**config.mk**
```make
export PLATFORM = sky130hd
export DESIGN_NAME = mc_control
export DESIGN_NICKNAME = d
export VERILOG_FILES = /design/src/rtl/mips_pkg.sv /design/src/rtl/mem_wait_timer.sv /design/src/rtl/mc_control.sv
export SDC_FILE = /design/constraint.sdc
export NUM_CORES = 1
export LEC_CHECK = 0
export CORE_MARGIN = 5
export CORE_UTILIZATION = 45
export CTS_BUF_LIST = sky130_fd_sc_hd__clkbuf_8
export CTS_CLUSTER_DIAMETER = 60
export CTS_CLUSTER_SIZE = 16
export DETAILED_ROUTE_END_ITERATION = 10
export PLACE_DENSITY = 0.81
export REMOVE_ABC_BUFFERS = 1
export SLEW_MARGIN = 20
export SYNTH_ARGS = -nofsm -noshare
export SYNTH_HDL_FRONTEND = slang
export SYNTH_SLANG_ARGS = --single-unit
```
**constraint.sdc**
```tcl
create_clock -name clk -period 2.7 [get_ports clk]
set_input_delay 0.675 -clock clk [delete_from_list [all_inputs] [get_ports clk]]
set_output_delay 0.675 -clock clk [all_outputs]
set_load 0.02 [all_outputs]
```
**src/rtl/mips_pkg.sv**
```systemverilog
// Shared encodings for the multicycle MIPS controller.
// MC_CONTROL_ADDI_EN adds the ADDI_EXEC/ADDI_WB states.
package mips_pkg;

    localparam logic [5:0] OP_RTYPE = 6'b000000;
    localparam logic [5:0] OP_LW    = 6'b100011;
    localparam logic [5:0] OP_SW    = 6'b101011;
    localparam logic [5:0] OP_BEQ   = 6'b000100;
    localparam logic [5:0] OP_J     = 6'b000010;
    localparam logic [5:0] OP_ADDI  = 6'b001000;

    typedef enum logic [1:0] {
        ALU_ADD   = 2'b00,
        ALU_SUB   = 2'b01,
        ALU_FUNCT = 2'b10
    } alu_op_e;

    typedef enum logic [1:0] {
        SRCB_REG     = 2'b00,
        SRCB_FOUR    = 2'b01,
        SRCB_IMM     = 2'b10,
        SRCB_IMM_SH2 = 2'b11
    } alu_src_b_e;

    typedef enum logic [1:0] {
        PCSRC_ALU    = 2'b00,
        PCSRC_ALUOUT = 2'b01,
        PCSRC_JUMP   = 2'b10
    } pc_src_e;

    typedef enum logic [3:0] {
        S_IDLE     = 4'd0,
        S_FETCH    = 4'd1,
        S_DECODE   = 4'd2,
        S_MEM_ADDR = 4'd3,
        S_MEM_RD   = 4'd4,
        S_MEM_WB   = 4'd5,
        S_MEM_WR   = 4'd6,
        S_R_EXEC   = 4'd7,
        S_R_WB     = 4'd8,
        S_BRANCH   = 4'd9,
        S_JUMP     = 4'd10
`ifdef MC_CONTROL_ADDI_EN
        ,
        S_ADDI_EXEC = 4'd11,
        S_ADDI_WB   = 4'd12
`endif
    } state_e;

    // States that wait on mem_ready and are guarded by the timeout.
    function automatic logic is_mem_state(input state_e s);
        return (s == S_FETCH) || (s == S_MEM_RD) || (s == S_MEM_WR);
    endfunction

endpackage

```
**src/rtl/mem_wait_timer.sv**
```systemverilog
// Saturating wait counter for memory states; flags expiry when the
// limit has been reached and memory is still not ready.
module mem_wait_timer #(
    parameter int unsigned WAIT_LIMIT = 15
) (
    input  logic clk,
    input  logic reset_n,
    input  logic start_i,
    input  logic active_i,
    input  logic ready_i,
    output logic expired_o
);

    localparam int unsigned CW = (WAIT_LIMIT < 1) ? 1 : $clog2(WAIT_LIMIT + 1);
    localparam logic [CW-1:0] LIMIT = CW'(WAIT_LIMIT);

    logic [CW-1:0] count_q, count_d;
    logic          at_limit;

    assign at_limit = (count_q == LIMIT);

    always_comb begin
        count_d = count_q;
        if (start_i) begin
            count_d = '0;
        end else if (active_i && !ready_i && !at_limit) begin
            count_d = count_q + CW'(1);
        end
    end

    always_ff @(posedge clk or negedge reset_n) begin
        if (!reset_n) begin
            count_q <= '0;
        end else begin
            count_q <= count_d;
        end
    end

    // Ready in the limit cycle completes the access instead of expiring.
    assign expired_o = active_i && !ready_i && at_limit;

endmodule

```
**src/rtl/mc_control.sv**
```systemverilog
// Multicycle MIPS main control FSM with memory-wait timeout.
// Define MC_CONTROL_ADDI_EN to support ADDI (opcode 001000).
module mc_control
    import mips_pkg::*;
#(
    parameter int unsigned WAIT_LIMIT = 15
) (
    input  logic       clk,
    input  logic       reset_n,
    input  logic [5:0] opcode,
    input  logic       mem_ready,
    output logic [1:0] aluOP,
    output logic       ALUSrcA,
    output logic [1:0] ALUSrcB,
    output logic [1:0] PCSource,
    output logic       PCWrite,
    output logic       PCWriteCond,
    output logic       IorD,
    output logic       MemRead,
    output logic       MemWrite,
    output logic       IRWrite,
    output logic       MemtoReg,
    output logic       RegWrite,
    output logic       RegDst,
    output logic       bus_err,
    output logic       illegal_op,
    output logic [3:0] state_dbg
);

    state_e     state_q, state_d;
    logic       timeout;
    logic       mem_entry;
    alu_op_e    alu_op;
    alu_src_b_e src_b;
    pc_src_e    pc_src;

    assign mem_entry = is_mem_state(state_d) && (state_d != state_q);

    mem_wait_timer #(
        .WAIT_LIMIT(WAIT_LIMIT)
    ) u_wait_timer (
        .clk      (clk),
        .reset_n  (reset_n),
        .start_i  (mem_entry),
        .active_i (is_mem_state(state_q)),
        .ready_i  (mem_ready),
        .expired_o(timeout)
    );

    always_ff @(posedge clk or negedge reset_n) begin
        if (!reset_n) begin
            state_q <= S_IDLE;
        end else begin
            state_q <= state_d;
        end
    end

    always_comb begin
        state_d    = state_q;
        illegal_op = 1'b0;
        case (state_q)
            S_IDLE:  state_d = S_FETCH;
            S_FETCH: begin
                if (mem_ready)    state_d = S_DECODE;
                else if (timeout) state_d = S_IDLE;
            end
            S_DECODE: begin
                case (opcode)
                    OP_LW, OP_SW: state_d = S_MEM_ADDR;
                    OP_RTYPE:     state_d = S_R_EXEC;
                    OP_BEQ:       state_d = S_BRANCH;
                    OP_J:         state_d = S_JUMP;
`ifdef MC_CONTROL_ADDI_EN
                    OP_ADDI:      state_d = S_ADDI_EXEC;
`endif
                    default: begin
                        state_d    = S_FETCH;
                        illegal_op = 1'b1;
                    end
                endcase
            end
            S_MEM_ADDR: state_d = (opcode == OP_SW) ? S_MEM_WR : S_MEM_RD;
            S_MEM_RD: begin
                if (mem_ready)    state_d = S_MEM_WB;
                else if (timeout) state_d = S_IDLE;
            end
            S_MEM_WB: state_d = S_FETCH;
            S_MEM_WR: begin
                if (mem_ready)    state_d = S_FETCH;
                else if (timeout) state_d = S_IDLE;
            end
            S_R_EXEC: state_d = S_R_WB;
            S_R_WB:   state_d = S_FETCH;
            S_BRANCH: state_d = S_FETCH;
            S_JUMP:   state_d = S_FETCH;
`ifdef MC_CONTROL_ADDI_EN
            S_ADDI_EXEC: state_d = S_ADDI_WB;
            S_ADDI_WB:   state_d = S_FETCH;
`endif
            default: state_d = S_IDLE;
        endcase
    end

    always_comb begin
        alu_op      = ALU_ADD;
        src_b       = SRCB_REG;
        pc_src      = PCSRC_ALU;
        ALUSrcA     = 1'b0;
        PCWrite     = 1'b0;
        PCWriteCond = 1'b0;
        IorD        = 1'b0;
        MemRead     = 1'b0;
        MemWrite    = 1'b0;
        IRWrite     = 1'b0;
        MemtoReg    = 1'b0;
        RegWrite    = 1'b0;
        RegDst      = 1'b0;
        case (state_q)
            S_FETCH: begin
                MemRead = 1'b1;
                src_b   = SRCB_FOUR;
                IRWrite = mem_ready;
                PCWrite = mem_ready;
            end
            S_DECODE:   src_b = SRCB_IMM_SH2;
            S_MEM_ADDR: begin
                ALUSrcA = 1'b1;
                src_b   = SRCB_IMM;
            end
            S_MEM_RD: begin
                MemRead = 1'b1;
                IorD    = 1'b1;
            end
            S_MEM_WB: begin
                RegWrite = 1'b1;
                MemtoReg = 1'b1;
            end
            S_MEM_WR: begin
                MemWrite = !timeout;
                IorD     = 1'b1;
            end
            S_R_EXEC: begin
                ALUSrcA = 1'b1;
                alu_op  = ALU_FUNCT;
            end
            S_R_WB: begin
                RegWrite = 1'b1;
                RegDst   = 1'b1;
            end
            S_BRANCH: begin
                ALUSrcA     = 1'b1;
                alu_op      = ALU_SUB;
                PCWriteCond = 1'b1;
                pc_src      = PCSRC_ALUOUT;
            end
            S_JUMP: begin
                PCWrite = 1'b1;
                pc_src  = PCSRC_JUMP;
            end
`ifdef MC_CONTROL_ADDI_EN
            S_ADDI_EXEC: begin
                ALUSrcA = 1'b1;
                src_b   = SRCB_IMM;
            end
            S_ADDI_WB: RegWrite = 1'b1;
`endif
            default: ;
        endcase
    end

    assign aluOP     = alu_op;
    assign ALUSrcB   = src_b;
    assign PCSource  = pc_src;
    assign bus_err   = timeout;
    assign state_dbg = state_q;

endmodule
```
# ---- Yosys cells after proc, flatten, opt, wreduce, memory -nomap -nowiden
# Index checks and enable logic that the tools add are counted.
dict set report word_totals {
  ff_bits 8
  latch_bits 0
  mem_bits_rw 0
  romBits 0
  inputBits 9
  out_inout_bits 22
  elab_cells 67
  n_memories 0
}
dict set report op_classes {
  n_addsub 1
  mul 0
  div 0
  n_lt_le_gt_ge 0
  n_eq_ne 19
  shifts 0
  n_mux 24
  bitwise_logic 0
  n_reduce_logical 21
}
# operator n
set ops {}
lappend ops {{4-bit one-hot mux with 7 select lines} 1}
lappend ops {{4-bit by 3-bit equality test with 1-bit output, second input constant} 6}
lappend ops {{4-bit 2-to-1 mux} 6}
lappend ops {{4-bit equality test, second input constant} 4}
lappend ops {{4-bit one-hot mux with 4 select lines} 1}
lappend ops {{6-bit equality test, second input constant} 2}
lappend ops {{1-bit 2-to-1 mux} 11}
lappend ops {{5-bit OR reduction} 2}
lappend ops {{4-bit by 1-bit equality test with 1-bit output, second input constant} 2}
lappend ops {{4-bit by 2-bit equality test with 1-bit output, second input constant} 2}
lappend ops {{2-bit one-hot mux with 2 select lines} 2}
lappend ops {{2-bit OR reduction} 4}
lappend ops {{6-bit by 2-bit equality test with 1-bit output, second input constant} 1}
lappend ops {{6-bit by 3-bit equality test with 1-bit output, second input constant} 1}
lappend ops {{6-bit logical NOT} 1}
lappend ops {{2-bit one-hot mux with 3 select lines} 1}
lappend ops {{4-bit by 1-bit adder with 4-bit output, second input constant} 1}
lappend ops {{1-bit logical AND} 4}
lappend ops {{4-bit logical NOT} 1}
lappend ops {{1-bit logical OR} 4}
lappend ops {{4-bit inequality test} 1}
lappend ops {{1-bit logical NOT} 3}
lappend ops {{3-bit OR reduction} 1}
lappend ops {{2-bit 2-to-1 mux} 1}
lappend ops {{2 further kinds} 2}

# ---- Logic depth before layout (Yosys ltp)
dict set report logic_depth {
  word_depth 13
  mapped_depth 8
  mapped_depth_nobuf 7
}

# ---- Modules after synthesis
# A second synthesis with hierarchy kept.
dict set report unflattened {
  cells_unflattened 99
  hier_area_um2 794.5
}
# mod instances cells_per_inst area_per_inst_um2 seq_area_each_um2
set modules_own_cells {}
lappend modules_own_cells {mc_control 1 75 545.5 100.1}
lappend modules_own_cells {mem_wait_timer 1 24 249.0 100.1}

# ---- Least setup slack after synthesis
# No wires, ideal clock.
dict set report synth_path {
  kind {register to output}
  from {register state_q[0] (netlist: state_dbg[0])}
  to {output RegWrite}
  t_arrival_ns 1.870
  t_required_ns 2.025
  path_slack_ns 0.155
  stages_incl_launch_ff 6
  n_path_buf 2
  path_cell_list {dfrtp_1 > buf_2 > clkbuf_1 > nand2b_1 > nor3b_1 > or2_2}
}
dict set report synth_via {
  elab_chain_len 3
  elab_cells_between_ends 4
  classes_between {eq/ne (2); mux (1); reduce/logical (1)}
}
# element line
set synth_lines {}
lappend synth_lines {{start, declared} mc_control.sv:30} ;# state_e state_q, state_d;
lappend synth_lines {{start signal, assigned} mc_control.sv:54} ;# state_q <= state_d;
lappend synth_lines {{4-bit equality test / 4-bit by 3-bit equality test with 1-bit output (equally long branches)} mc_control.sv:118} ;# case (state_q)
lappend synth_lines {{2-bit OR reduction (no source line) *} -}
lappend synth_lines {{1-bit 2-to-1 mux *} mc_control.sv:118}
lappend synth_lines {{end, declared} mc_control.sv:23} ;# output logic RegWrite,
# Mark *: on every way between the ends. The rest lies on a longest branch, timed or not.

# ---- Worst setup path in the final report
dict set report layout_path {
  from {register state_q[3] (netlist: state_dbg[3])}
  to {output ALUSrcB[0]}
}
dict set report layout_via {
  elab_chain_len 2
  elab_cells_between_ends 4
  classes_between {eq/ne (3); mux (1)}
}
# element line
set layout_lines {}
lappend layout_lines {{4-bit by 2-bit equality test with 1-bit output / 4-bit by 1-bit equality test with 1-bit output (equally long branches)} mc_control.sv:118}
lappend layout_lines {{2-bit one-hot mux with 3 select lines *} mc_control.sv:118}
lappend layout_lines {{end, declared} mc_control.sv:14} ;# output logic [1:0] ALUSrcB,
# Marked as above.

==> results.cfg <==
[status]
run_status = complete, no violations

[yosys]
ys_async_sr_fraction = 1.000
synth_edf_count = 0
yosys_register_bits = 8
synth_top_flop_cell = dfrtp_1
netlist_area_um2 = 825.8
ys_seq_area_frac = 0.2424
avgSynthCellArea_um2 = 8.017
yosysWarnings = 0
synth_cell_types = 44
synthCells = 103

[clock_tree]
clkLatencyLatePin_ns = 0.23
postCtsSetupBuffers = 0
hold_buffers = 0
cts_tree = done
clockBufferDepth = 2
cts_made_buffers = 3
cts_root_buf = clkbuf_8
clock-sinks = 8
htreeDepth = 1
clk_pin_slew_ns = 0.04

[setup_path]
r2r_cells = 6
cp_max_fo = 12
startpoint_type = flip-flop
cp.arrival_ns = 2.01
worstSetupPathType = flip-flop to primary output
r2r_slack_ns = 0.26
r2r_start = state_dbg[1]$_DFF_PN0_
end_kind = primary output
crit_required_ns = 2.03
reg2reg_to = u_wait_timer.count_q[3]$_DFFE_PN0P_

[hold_path]
min_to = u_wait_timer.count_q[0]$_DFFE_PN0P_
holdCritPathClass = flip-flop to flip-flop
holdCritStartpoint = u_wait_timer.count_q[0]$_DFFE_PN0P_
holdPathStages = 1

[finish]
utilization = 0.7638
final_common_cell = clkdlybuf4s50_1
diodes = 0
nNetsFinal = 159
final_cell_mix = 22 x clkdlybuf4s50_1, 20 x buf_4, 10 x nand2_1
areaGrowthSynthToFinish_pct = 59.70
final_layout_size_suffix_gt1_frac = 0.2721
n_fill_cell = 142
final_area_um2 = 1319

[drt]
firstDrtPassIters = 4
drc = 0
vias = 996
viasPerCell = 5.791
wl_um = 2626
drtIter0Drc = 44
ant_nets = 0
wl_per_cell_um = 15.27

[sta]
period_share = 0.9942
clock.fmax_mhz = 372.5
skew_ns = 0.008353
tns_ns = 0
slew_violations = 0
rsz0062_at_grt = true
post-route-min-period_ns = 2.684
setup_ws_ns = 0.01555
max-slew-margin-rel = 0.6835
worstMarginPinSlew_ns = 0.4726
finalSetupViolations = 0
final-hold-violation-count = 0

[die]
initial_utilization = 0.4783
rows = 15
die_h_um = 52.84
dieArea_um2 = 2792
io-pin-count = 31
fp.coreArea_um2 = 1727
die_x_um = 52.84

[pwr]
finalPower_w = 0.001356
powerDensity_nw_per_um2 = 1028
p_sw_w = 0.0006220
power_frac_seq = 0.193
power_frac_comb = 0.700
ir_drop_mv = 0.8451
internal_power_w = 0.0007337
clkPwrFrac = 0.107
sw_frac_of_total = 0.4588
p_leak_nw = 0.6225

[placement]
place_hpwl_um = 2107
dpl_cell_area_um2 = 1256
portBuffers = 30
place_congestion = 0.8338
pre_cts_ws_ns = -0.2487

[global_route]
antenna_found_initial = 0
track_usage = 0.2120
grt_pass1_vias = 920
grt_pass1_wl_um = 4243
grt_max_degree = 16
grt_overflow = 0

[run]
drv_cap = 0
==> worst max-delay path by stage <==
stage | cells past startpoint | slack, ns | to | from
2_1_floorplan | 4 | 0.32 | MemWrite | state_dbg[2]$_DFF_PN0_
3_3_place_gp | 6 | -0.17 | illegal_op | opcode[0]
3_5_place_dp | 6 | -0.25 | illegal_op | opcode[0]
4_1_cts | 5 | 0.005 | RegWrite | state_dbg[2]$_DFF_PN0_
5_1_grt | 5 | -0.1 | RegWrite | state_dbg[2]$_DFF_PN0_
6_report | 3 | 0.02 | ALUSrcB[0] | state_dbg[3]$_DFF_PN0_
==> critical path: stages (launching register included) <==
cell and delay [ns]:
dfrtp_1 0.52, or4b_4 0.58, nand2_1 0.09, clkdlybuf4s50_1 0.59
==> timing repair <==
action | CTS | global route
gates resized for setup | 10 | 6
cloned | 0 | 0
setup endpoints to repair | 7 | 14
pin swaps | 0 | 1
==> routing by layer <==
layer	GRT usage	vias to the layer above	wire length (um)
met2	0.3512	52	1347
met1	0.2478	472	963
met3	0.03134	8	247
li1	-	464	-
met4	0.1447	0	68
met5	0	-	0
==> power groups by stage <==
stage          logic, W  clock network [W]  registers (W)
2_1_floorplan  0.000469                  0       0.000272
3_3_place_gp   0.000900                  0       0.000247
3_5_place_dp   0.000935                  0       0.000254
4_1_cts        0.000923           0.000146       0.000257
5_1_grt         0.00102           0.000153       0.000278
6_report       0.000949           0.000145       0.000262
==> layout make-up <==
class / instances / area, um2 / share of cell area
Clock buffer: 3 / 41.29 / 0.03131
Tap cell: 25 / 31.28 / 0.02372
Sequential cell: 8 / 203.9 / 0.1546
Timing Repair Buffer: 50 / 444.2 / 0.3368
Multi-Input combinational cell: 80 / 575.6 / 0.4364
Inverter: 6 / 22.52 / 0.01708
==> Yosys cell counts, types with 3 or more instances <==
cell type / instances / area, um2
nor2_1: 9 / 33.78
inv_1: 6 / 22.52
dfrtp_1: 8 / 200.2
a211oi_1: 3 / 22.52
a21oi_1: 3 / 15.01
clkbuf_1: 4 / 15.01
and2_1: 3 / 18.77
o21ai_1: 4 / 20.02
or2_2: 3 / 18.77
nand2_1: 10 / 37.54
nor3_1: 3 / 15.01
nand3_1: 5 / 25.02
==> cells by family (layout without fill, tap and decap cells) <==
| group | Yosys count | after routing | share of synthesized area |
|---|---|---|---|
| XOR/XNOR | 1 | 1 | 0.01061 |
| AND/OR/NAND/NOR | 53 | 53 | 0.4015 |
| adder cells (fa/ha/maj) | 1 | 1 | 0.01515 |
| buffers and inverters | 15 | 59 | 0.08938 |
| AO/OA/AOI/OAI | 24 | 24 | 0.2288 |
| flip-flops | 8 | 8 | 0.2424 |
| multiplexers | 1 | 1 | 0.01212 |
==> state kept, by name (all words and copies together), names as in the netlist <==
signal	flops
state_dbg	4
u_wait_timer.count_q	4
==> per-stage QoR <==
step,hold slack (ns),std cells
2_1_floorplan,0.3794,94
3_3_place_gp,0.4934,169
3_5_place_dp,0.4967,169
4_1_cts,0.5015,172
5_1_grt,0.5496,172
6_report,0.4948,172
Power figures use the tool's default switching activity.
